==> config.mk <==
export PLATFORM = sky130hd
export DESIGN_NAME = regfile_32x32_dump_flat
export DESIGN_NICKNAME = d
export VERILOG_FILES = /design/src/rtl/regfile_32x32_dump_pkg.sv /design/src/rtl/regfile_32x32_dump_if.sv /design/src/rtl/regfile_32x32_dump_ctrl.sv /design/src/rtl/regfile_32x32_dump.sv /design/src/flat_wrapper.sv
export SDC_FILE = /design/constraint.sdc
export NUM_CORES = 2
export LEC_CHECK = 0
export CAP_MARGIN = 10
export CELL_PAD_IN_SITES_DETAIL_PLACEMENT = 1
export CELL_PAD_IN_SITES_GLOBAL_PLACEMENT = 1
export CORE_ASPECT_RATIO = 0.75
export CORE_MARGIN = 8
export CORE_UTILIZATION = 50
export CTS_BUF_LIST = sky130_fd_sc_hd__clkbuf_8
export DETAILED_ROUTE_END_ITERATION = 10
export GPL_TIMING_DRIVEN = 0
export PLACE_DENSITY = 0.74
export SLEW_MARGIN = 20
export SYNTH_ARGS = -nofsm -noshare
export SYNTH_HDL_FRONTEND = slang
export SYNTH_SLANG_ARGS = --single-unit
==> constraint.sdc <==
create_clock -name clock -period 5.1 [get_ports clock]
set_input_delay 1.02 -clock clock [delete_from_list [all_inputs] [get_ports clock]]
set_output_delay 1.02 -clock clock [all_outputs]
set_load 0.005 [all_outputs]
==> src/rtl/regfile_32x32_dump_pkg.sv <==
// Shared widths, zero-register index and dump FSM encodings for the
// 32x32 MIPS register file with debug dump reader.
package regfile_32x32_dump_pkg;

  localparam int unsigned REG_ADDR_W = 5;
  localparam int unsigned REG_DATA_W = 32;
  localparam int unsigned REG_ZERO   = 0;

  typedef enum logic [1:0] {
    ST_IDLE = 2'd0,
    ST_SCAN = 2'd1,
    ST_DONE = 2'd2
  } dump_state_e;

endpackage

==> src/rtl/regfile_32x32_dump_if.sv <==
// Write, read and dump-stream signals of the register file.
// master = pipeline/debug side, slave = register file.
interface regfile_32x32_dump_if
  import regfile_32x32_dump_pkg::*;
#(
  parameter int unsigned ADDR_W = REG_ADDR_W,
  parameter int unsigned DATA_W = REG_DATA_W
) ();

  logic              wr_en;
  logic [ADDR_W-1:0] wr_addr;
  logic [DATA_W-1:0] wr_data;
  logic [ADDR_W-1:0] rd_addr_a;
  logic [ADDR_W-1:0] rd_addr_b;
  logic [DATA_W-1:0] rd_data_a;
  logic [DATA_W-1:0] rd_data_b;
  logic              dump_start;
  logic              dump_valid;
  logic              dump_ready;
  logic [ADDR_W-1:0] dump_addr;
  logic [DATA_W-1:0] dump_data;
  logic              dump_busy;
  logic              dump_done;

  modport master (
    output wr_en, wr_addr, wr_data, rd_addr_a, rd_addr_b, dump_start, dump_ready,
    input  rd_data_a, rd_data_b, dump_valid, dump_addr, dump_data, dump_busy, dump_done
  );

  modport slave (
    input  wr_en, wr_addr, wr_data, rd_addr_a, rd_addr_b, dump_start, dump_ready,
    output rd_data_a, rd_data_b, dump_valid, dump_addr, dump_data, dump_busy, dump_done
  );

endinterface

==> src/rtl/regfile_32x32_dump_ctrl.sv <==
// Dump sequencer: walks the index 0..DEPTH-1 over a valid/ready stream,
// then pulses done for one cycle.
module regfile_dump_ctrl
  import regfile_32x32_dump_pkg::*;
#(
  parameter int unsigned ADDR_W = REG_ADDR_W
) (
  input  logic              clock,
  input  logic              reset_n,
  input  logic              dump_start,
  input  logic              dump_ready,
  output logic              dump_valid,
  output logic              dump_busy,
  output logic              dump_done,
  output logic [ADDR_W-1:0] dump_addr
);

  localparam int unsigned DEPTH = 1 << ADDR_W;
  localparam logic [ADDR_W-1:0] LAST_IDX = ADDR_W'(DEPTH - 1);

  dump_state_e       state_q, state_d;
  logic [ADDR_W-1:0] idx_d;

  // Flags are registered from the next state so they align with state_q.
  always_ff @(posedge clock or negedge reset_n) begin
    if (!reset_n) begin
      state_q    <= ST_IDLE;
      dump_addr  <= '0;
      dump_valid <= 1'b0;
      dump_busy  <= 1'b0;
      dump_done  <= 1'b0;
    end else begin
      state_q    <= state_d;
      dump_addr  <= idx_d;
      dump_valid <= (state_d == ST_SCAN);
      dump_busy  <= (state_d == ST_SCAN);
      dump_done  <= (state_d == ST_DONE);
    end
  end

  always_comb begin
    state_d = state_q;
    idx_d   = dump_addr;
    unique case (state_q)
      ST_IDLE: begin
        idx_d = '0;
        if (dump_start) state_d = ST_SCAN;
      end
      ST_SCAN: begin
        if (dump_ready) begin
          if (dump_addr == LAST_IDX) state_d = ST_DONE;
          else                       idx_d   = dump_addr + ADDR_W'(1);
        end
      end
      ST_DONE: begin
        state_d = ST_IDLE;
        idx_d   = '0;
      end
      default: begin
        state_d = ST_IDLE;
        idx_d   = '0;
      end
    endcase
  end

endmodule

==> src/rtl/regfile_32x32_dump.sv <==
// MIPS GPR file: one write port, two registered read ports with
// write-through bypass, and a combinational dump read port.
module regfile_32x32_dump
  import regfile_32x32_dump_pkg::*;
#(
  parameter int unsigned DATA_W   = REG_DATA_W,
  parameter int unsigned ADDR_W   = REG_ADDR_W,
  parameter bit          ZERO_REG = 1'b1
) (
  input  logic                 clock,
  input  logic                 reset_n,
  regfile_32x32_dump_if.slave  bus
);

  localparam int unsigned DEPTH = 1 << ADDR_W;
  localparam logic [ADDR_W-1:0] ZERO_IDX = ADDR_W'(REG_ZERO);

  logic [DATA_W-1:0] regs [DEPTH];
  logic              wr_ok;
  logic [DATA_W-1:0] rd_next_a;
  logic [DATA_W-1:0] rd_next_b;
  logic [ADDR_W-1:0] dump_idx;

  // Writes to the hardwired zero register never land, so regs[0] stays 0.
  assign wr_ok = bus.wr_en && !(ZERO_REG && (bus.wr_addr == ZERO_IDX));

  always_ff @(posedge clock or negedge reset_n) begin
    if (!reset_n) begin
      for (int unsigned i = 0; i < DEPTH; i++) regs[i] <= '0;
    end else if (wr_ok) begin
      regs[bus.wr_addr] <= bus.wr_data;
    end
  end

  always_comb begin
    rd_next_a = regs[bus.rd_addr_a];
    rd_next_b = regs[bus.rd_addr_b];
    if (wr_ok && (bus.wr_addr == bus.rd_addr_a)) rd_next_a = bus.wr_data;
    if (wr_ok && (bus.wr_addr == bus.rd_addr_b)) rd_next_b = bus.wr_data;
  end

  always_ff @(posedge clock or negedge reset_n) begin
    if (!reset_n) begin
      bus.rd_data_a <= '0;
      bus.rd_data_b <= '0;
    end else begin
      bus.rd_data_a <= rd_next_a;
      bus.rd_data_b <= rd_next_b;
    end
  end

  regfile_dump_ctrl #(
    .ADDR_W (ADDR_W)
  ) u_dump_ctrl (
    .clock      (clock),
    .reset_n    (reset_n),
    .dump_start (bus.dump_start),
    .dump_ready (bus.dump_ready),
    .dump_valid (bus.dump_valid),
    .dump_busy  (bus.dump_busy),
    .dump_done  (bus.dump_done),
    .dump_addr  (dump_idx)
  );

  // Dump data reflects the array as stored, so a stalled beat sees late writes.
  assign bus.dump_addr = dump_idx;
  assign bus.dump_data = regs[dump_idx];

endmodule

==> src/flat_wrapper.sv <==
// flat-port wrapper written by rule: the top's interface ports become plain ports
module regfile_32x32_dump_flat import regfile_32x32_dump_pkg::*;
#(
  parameter int unsigned DATA_W   = REG_DATA_W,
  parameter int unsigned ADDR_W   = REG_ADDR_W,
  parameter bit          ZERO_REG = 1'b1
)
  (clock, reset_n, bus_wr_en, bus_wr_addr, bus_wr_data, bus_rd_addr_a, bus_rd_addr_b, bus_dump_start, bus_dump_ready, bus_rd_data_a, bus_rd_data_b, bus_dump_valid, bus_dump_addr, bus_dump_data, bus_dump_busy, bus_dump_done);
  regfile_32x32_dump_if #(.ADDR_W(ADDR_W), .DATA_W(DATA_W)) bus_i ();
  input  logic clock;
  input  logic reset_n;
  input wire logic [$bits(bus_i.wr_en)-1:0] bus_wr_en;
  input wire logic [$bits(bus_i.wr_addr)-1:0] bus_wr_addr;
  input wire logic [$bits(bus_i.wr_data)-1:0] bus_wr_data;
  input wire logic [$bits(bus_i.rd_addr_a)-1:0] bus_rd_addr_a;
  input wire logic [$bits(bus_i.rd_addr_b)-1:0] bus_rd_addr_b;
  input wire logic [$bits(bus_i.dump_start)-1:0] bus_dump_start;
  input wire logic [$bits(bus_i.dump_ready)-1:0] bus_dump_ready;
  output wire logic [$bits(bus_i.rd_data_a)-1:0] bus_rd_data_a;
  output wire logic [$bits(bus_i.rd_data_b)-1:0] bus_rd_data_b;
  output wire logic [$bits(bus_i.dump_valid)-1:0] bus_dump_valid;
  output wire logic [$bits(bus_i.dump_addr)-1:0] bus_dump_addr;
  output wire logic [$bits(bus_i.dump_data)-1:0] bus_dump_data;
  output wire logic [$bits(bus_i.dump_busy)-1:0] bus_dump_busy;
  output wire logic [$bits(bus_i.dump_done)-1:0] bus_dump_done;
  assign bus_i.wr_en = bus_wr_en;
  assign bus_i.wr_addr = bus_wr_addr;
  assign bus_i.wr_data = bus_wr_data;
  assign bus_i.rd_addr_a = bus_rd_addr_a;
  assign bus_i.rd_addr_b = bus_rd_addr_b;
  assign bus_i.dump_start = bus_dump_start;
  assign bus_i.dump_ready = bus_dump_ready;
  assign bus_rd_data_a = bus_i.rd_data_a;
  assign bus_rd_data_b = bus_i.rd_data_b;
  assign bus_dump_valid = bus_i.dump_valid;
  assign bus_dump_addr = bus_i.dump_addr;
  assign bus_dump_data = bus_i.dump_data;
  assign bus_dump_busy = bus_i.dump_busy;
  assign bus_dump_done = bus_i.dump_done;
  regfile_32x32_dump #(.DATA_W(DATA_W), .ADDR_W(ADDR_W), .ZERO_REG(ZERO_REG)) u_core (.clock(clock), .reset_n(reset_n), .bus(bus_i));
endmodule
Yosys cells after proc, flatten, opt, wreduce, memory -nomap -nowiden
Cells that the tools add are included.
W data, S select, Z words.

operators by class
  multiplexer cells = 21
  bitwise logic cells = 4
  reduce and logical (&&, ||, !) cells = 8
  add/sub/neg operators = 1
  order comparisons = 5
  equality and inequality tests = 8

operators by type and width
  cell                   number
  $bwmux W1024           1
  $bmux W32 S5           3
  $mux W32               9
  $demux W32 S5          1
  $ge A6 B6 Y1 const B   4
  $not A5 Y6             4
  $mux W5                3
  $eq A5 B5 Y1           2
  $lt A6 B1 Y1 const B   1
  $mux W2                3
  $add A5 B1 Y5 const B  1
  $eq A5 B5 Y1 const B   1
  $logic_not A5 Y1       1
  $eq A2 B1 Y1 const B   2
  $logic_and A1 B1 Y1    4
  $ne A2 B2 Y1 const B   2
  $pmux W2 S2            1
  $eq A2 B2 Y1 const B   1
  $logic_not A2 Y1       1
  $reduce_and A2 Y1      1
  $logic_not A1 Y1       1

word-level totals
  register bits after elaboration = 1,097
  output and inout port bits = 104
  word-level logic and storage cells = 85

Longest topological paths before layout
  depth in word-level cells = 6
  depth in mapped cells = 10
  depth with buffers taken out = 7

By module
From an unflattened synthesis, not the netlist that was laid out.

unflattened totals
  cells, all modules = 4,010
  area total of the unflattened synthesis = 63,319.5 um2

modules (own cells, without submodules)
  module              seq. area each (um2)  times used  cells each  area each (um2)
  regfile_32x32_dump  27,226.1              1           3,973       62,922.8
  regfile_dump_ctrl   225.2                 1           37          396.6

Worst setup path before layout
Ideal clock, no wire load.

  kind = reg-to-output
  from = reg u_core.u_dump_ctrl.dump_addr[1]
  to = out bus_dump_data[13]
  stages on the path, launching flop included = 7
  arrival time = 2.309 ns
  path buffers = 3
  path slack = 1.771 ns
  path through = dfrtp_1 > clkbuf_1 > clkbuf_1 > clkbuf_1 > mux4_2 > mux4_2 > mux2_2

between the ends
  longest elaborated chain between the ends = 4

ends and longest elaborated chain
  item                                          RTL line                       RTL
  start: declaration                            regfile_32x32_dump_ctrl.sv:15  output logic [ADDR_W-1:0] dump_addr
  start signal: assignment                      regfile_32x32_dump_ctrl.sv:34  dump_addr <= idx_d;
  $not A5 Y6 (implied by the code)              regfile_32x32_dump.sv:67       assign bus.dump_data = regs[dump_idx];
  $bmux W32 S5                                  regfile_32x32_dump.sv:67
  $mux W32 (implied by the code) (2 in series)  regfile_32x32_dump.sv:67
  end: declaration                              flat_wrapper.sv:23             output wire logic [$bits(bus_i.dump_data)-1:0] bus_dump_data;

No other way between the ends. The select of a mux whose other input is x is not followed.

Worst setup path after layout
  from = reg u_core.u_dump_ctrl.dump_addr[3]
  to = out bus_dump_data[12]

Same word-level chain as after synthesis.

==> results.yml <==
worst_setup_path:
  crit_chain: "clkbuf_2 > clkbuf_2 > mux4_2 > mux2_2 > clkdlybuf4s50_1"
  slowest_delay_ns: 0.64
  reg2reg_setup_slack_ns: 2.44
  worstReg2RegEnd: "u_core.u_dump_ctrl.dump_addr[3]"
  ff2ff_path_depth: 8
  cp-end-kind: "primary output"
  critPathKind: "flip-flop to primary output"
  cp_common_cell: "clkbuf_2"
  arrival_ns: 4.17
  path_buf_inv: 3
  critPathMaxFanout: 10
  critPathLaunchType: "flip-flop"
  crit-reg2reg-launch: "u_core.u_dump_ctrl.dump_addr[3]"
  cp_slowest_cell: "clkbuf_2"
  crit_required_ns: 4.08
  critPathTopFamily: "buffers and inverters"
finish:
  area_growth_pct: 14.4
  stdcell_count: 6223
  mostFrequentLayoutCells: "dfrtp_1, mux2_2, mux4_2, o22ai_1, clkbuf_8"
  post-route-util: 0.574
  final_common_cell: "dfrtp_1"
  drive_gt1_frac: 0.556
  finalNetCount: 4427
routing:
  firstDrtPassIters: 6
  drt-total-wl_um: 307000
  drt-vias-per-instance: 7.99
  via_count: 49700
  ant_nets: 0
  route.detailed.drc: 0
  wl_per_cell_um: 49.3
  drtIter0Drc: 8564
clock_tree:
  cts-root-buf: "clkbuf_8"
  cts_buffer_depth: 3
  cts_tree: "built"
  cts_htree_levels: 4
  cts_buffers: 183
  clk_pin_slew_ns: 0.06
  cts_num_sinks: 1097
  cts_setup_buffers: 0
  clkLatencyLatePin_ns: 1.01
yosys:
  ys.warnings.count: 0
  synth_seq_cells: 1097
  synth_edf_count: 0
  synth_mux_area_frac: 0.482
  syn_inst: 3998
  syn_nets: 4052
  synth_xor_area_frac: 0.00180
  avgSynthCellArea_um2: 15.8
  synth_compound_area_frac: 0.0299
  async_flop_share: 1.00
  synth_ff_type: "dfrtp_1"
  synth_cell_type_count: 37
  yosys.area_share.simple: 0.0177
  synth.cell_area_um2: 63300
  ys_seq_area_frac: 0.434
  synth_top_family_by_area: "multiplexers"
  yosys.area_share.adder: 0.000395
die:
  rows: 113
  ios: 156
  die_height_um: 324
  die_w_um: 427
  core_area_um2: 126000
  die_area_um2: 138000
  start_util: 0.502
global_routing:
  antenna_found_initial: 28
  grt_usage: 0.441
  grt_max_degree: 140
  grt_overflow: 0
  first_global_vias: 48500
  grt_pass1_wl_um: 412000
placed_design:
  dpl.hpwl_um: 204000
  gp_congestion: 1.02
  port_buffers: 148
  placed_cells: 5855
timing:
  slew_headroom: 0.0835
  post-route-min-period_ns: 5.19
  finalCritPeriodShare: 1.02
  fmax_mhz: 193
  drv_slew: 0
  hold_viol: 0
  tns_ns: -0.442
  rsz0062_at_grt: "false"
  fin_skew_ns: 0.0506
  worstMarginPinSlew_ns: 1.37
  finalSetupViolCount: 15
  final.setup.worst_slack_ns: -0.0902
power_and_ir_drop:
  internal_power_mw: 22.0
  seq_power_share: 0.349
  power.switching_mw: 12.4
  ir_drop_mv: 0.368
  p_clk_frac: 0.257
  p_sw_frac: 0.361
  p_comb_frac: 0.394
  pwr_density_cell_nw_per_um2: 475
  leakage_nw: 30.4
  p_total_mw: 34.4
run_status:
  violations: "negative setup slack"
  outcome: "finished, violations left"
hold_path:
  min_from: "u_core.u_dump_ctrl.state_q[1]"
  whs_endpoint: "u_core.u_dump_ctrl.dump_busy"
  hp-class: "flip-flop to flip-flop"
  holdPathStages: 1
flow_run:
  max_cap_violations: 0
timing repair:
item,4_1_cts,5_1_grt
setup endpoints to repair,32,5
hold endpoints to repair,70,0
hold buffers,1,0
resized for setup,87,7
cells by family after synthesis:
kind of cell / count (synthesis)
muxes: 1877
DFF: 1097
buffers and inverters: 491
AOI/OAI and AO/OA: 309
and+or+nand+nor: 209
xor gates and xnor gates: 13
adders and majority gates: 2
how the worst max path moves through the flow:
stage | startpoint | endpoint | slack [ns] | depth (start not counted)
2_1_floorplan | u_core.u_dump_ctrl.dump_addr[1] | bus_dump_data[13] | 1.77 | 6
3_3_place_gp | reset_n | u_core.bus.rd_data_a[22] | -48.11 | 1
3_5_place_dp | u_core.u_dump_ctrl.dump_addr[1] | bus_dump_data[13] | -0.41 | 7
4_1_cts | u_core.u_dump_ctrl.dump_addr[0] | bus_dump_data[26] | -0.02 | 7
5_1_grt | u_core.u_dump_ctrl.dump_addr[0] | bus_dump_data[22] | 0.005 | 7
6_report | u_core.u_dump_ctrl.dump_addr[3] | bus_dump_data[12] | -0.09 | 5
state kept, by name, indices dropped and copies added, names as in the netlist:
signal,count
u_core.bus.rd_data_a,32
u_core.bus.rd_data_b,32
u_core.regs,1024
u_core.u_dump_ctrl.dump_addr,5
u_core.u_dump_ctrl.dump_busy,1
u_core.u_dump_ctrl.dump_done,1
u_core.u_dump_ctrl.state_q,2
through the flow:
stage / setup slack [ns] / hold slack, ns / area [um^2]
after floorplan: 1.77 / 0.424 / 63300
after detailed placement: -0.412 / 0.453 / 68000
final: -0.0902 / 0.464 / 72400
after global routing: 0.00514 / 0.473 / 72300
after CTS: -0.0170 / 0.458 / 72200
after global placement: -48.11 / 0.435 / 66800
per-layer routing:
layer | wire length [um] | vias to the layer above | share of wire | GRT usage
met1 | 104000 | 26100 | 0.34 | 0.535
met3 | 54700 | 1483 | 0.18 | 0.274
li1 | - | 17000 | - | -
met2 | 121000 | 5096 | 0.39 | 0.571
met4 | 26500 | 34 | 0.086 | 0.307
met5 | 412 | - | 0.0013 | 0.0167
synth_stat cells (3+ instances only):
library cell	number	area (um^2)
o21ai_0	51	255
mux4_2	830	18700
buf_1	61	229
buf_6	5	56.3
nand4_1	4	25.0
nand2b_1	3	18.8
nor2_1	30	113
nand2_1	74	278
buf_4	48	360
or3_1	3	18.8
mux2i_1	11	110
xor2_1	9	78.8
nand3_1	6	30.0
o22ai_1	249	1560
clkbuf_1	260	976
xnor2_1	4	35.0
or4_1	31	233
nor3b_1	3	22.5
dfrtp_1	1097	27500
buf_2	115	576
a221oi_1	3	26.3
nor2b_1	4	25.0
nand3b_1	8	60.1
nor4_1	31	194
nand4b_1	3	26.3
mux2_2	1036	11700
area by class of cell:
type / count / area, um^2
multi-input combinational: 2410 / 33600
tap: 1667 / 2090
antenna: 45 / 113
sequential: 1097 / 27500
fill: 11600 / 53800
clock inverter: 92 / 737
clock buffer: 231 / 3180
timing repair buffer: 191 / 2530
inverter: 2 / 7.51
buffer: 488 / 2630
power groups by stage:
stage	Clock, mW	Sequential, mW	Combinational, mW
after floorplan	0	11.4	8.05
after global placement	0	11.9	12.5
after detailed placement	0	12.0	12.9
after CTS	8.74	11.9	13.1
after global routing	9.08	12.2	13.7
final	8.83	12.0	13.6
worst reg2reg max path, cell delays in order, from the launching register on:
cell and delay, ns:
dfrtp_1 0.61, clkbuf_1 0.83, and3_1 0.29, ha_1 0.22, nor2b_1 0.06, clkbuf_1 0.17, nand4_1 0.15, xor2_1 0.16
nor2_1 0.06
Power figures use the tool's default switching activity.
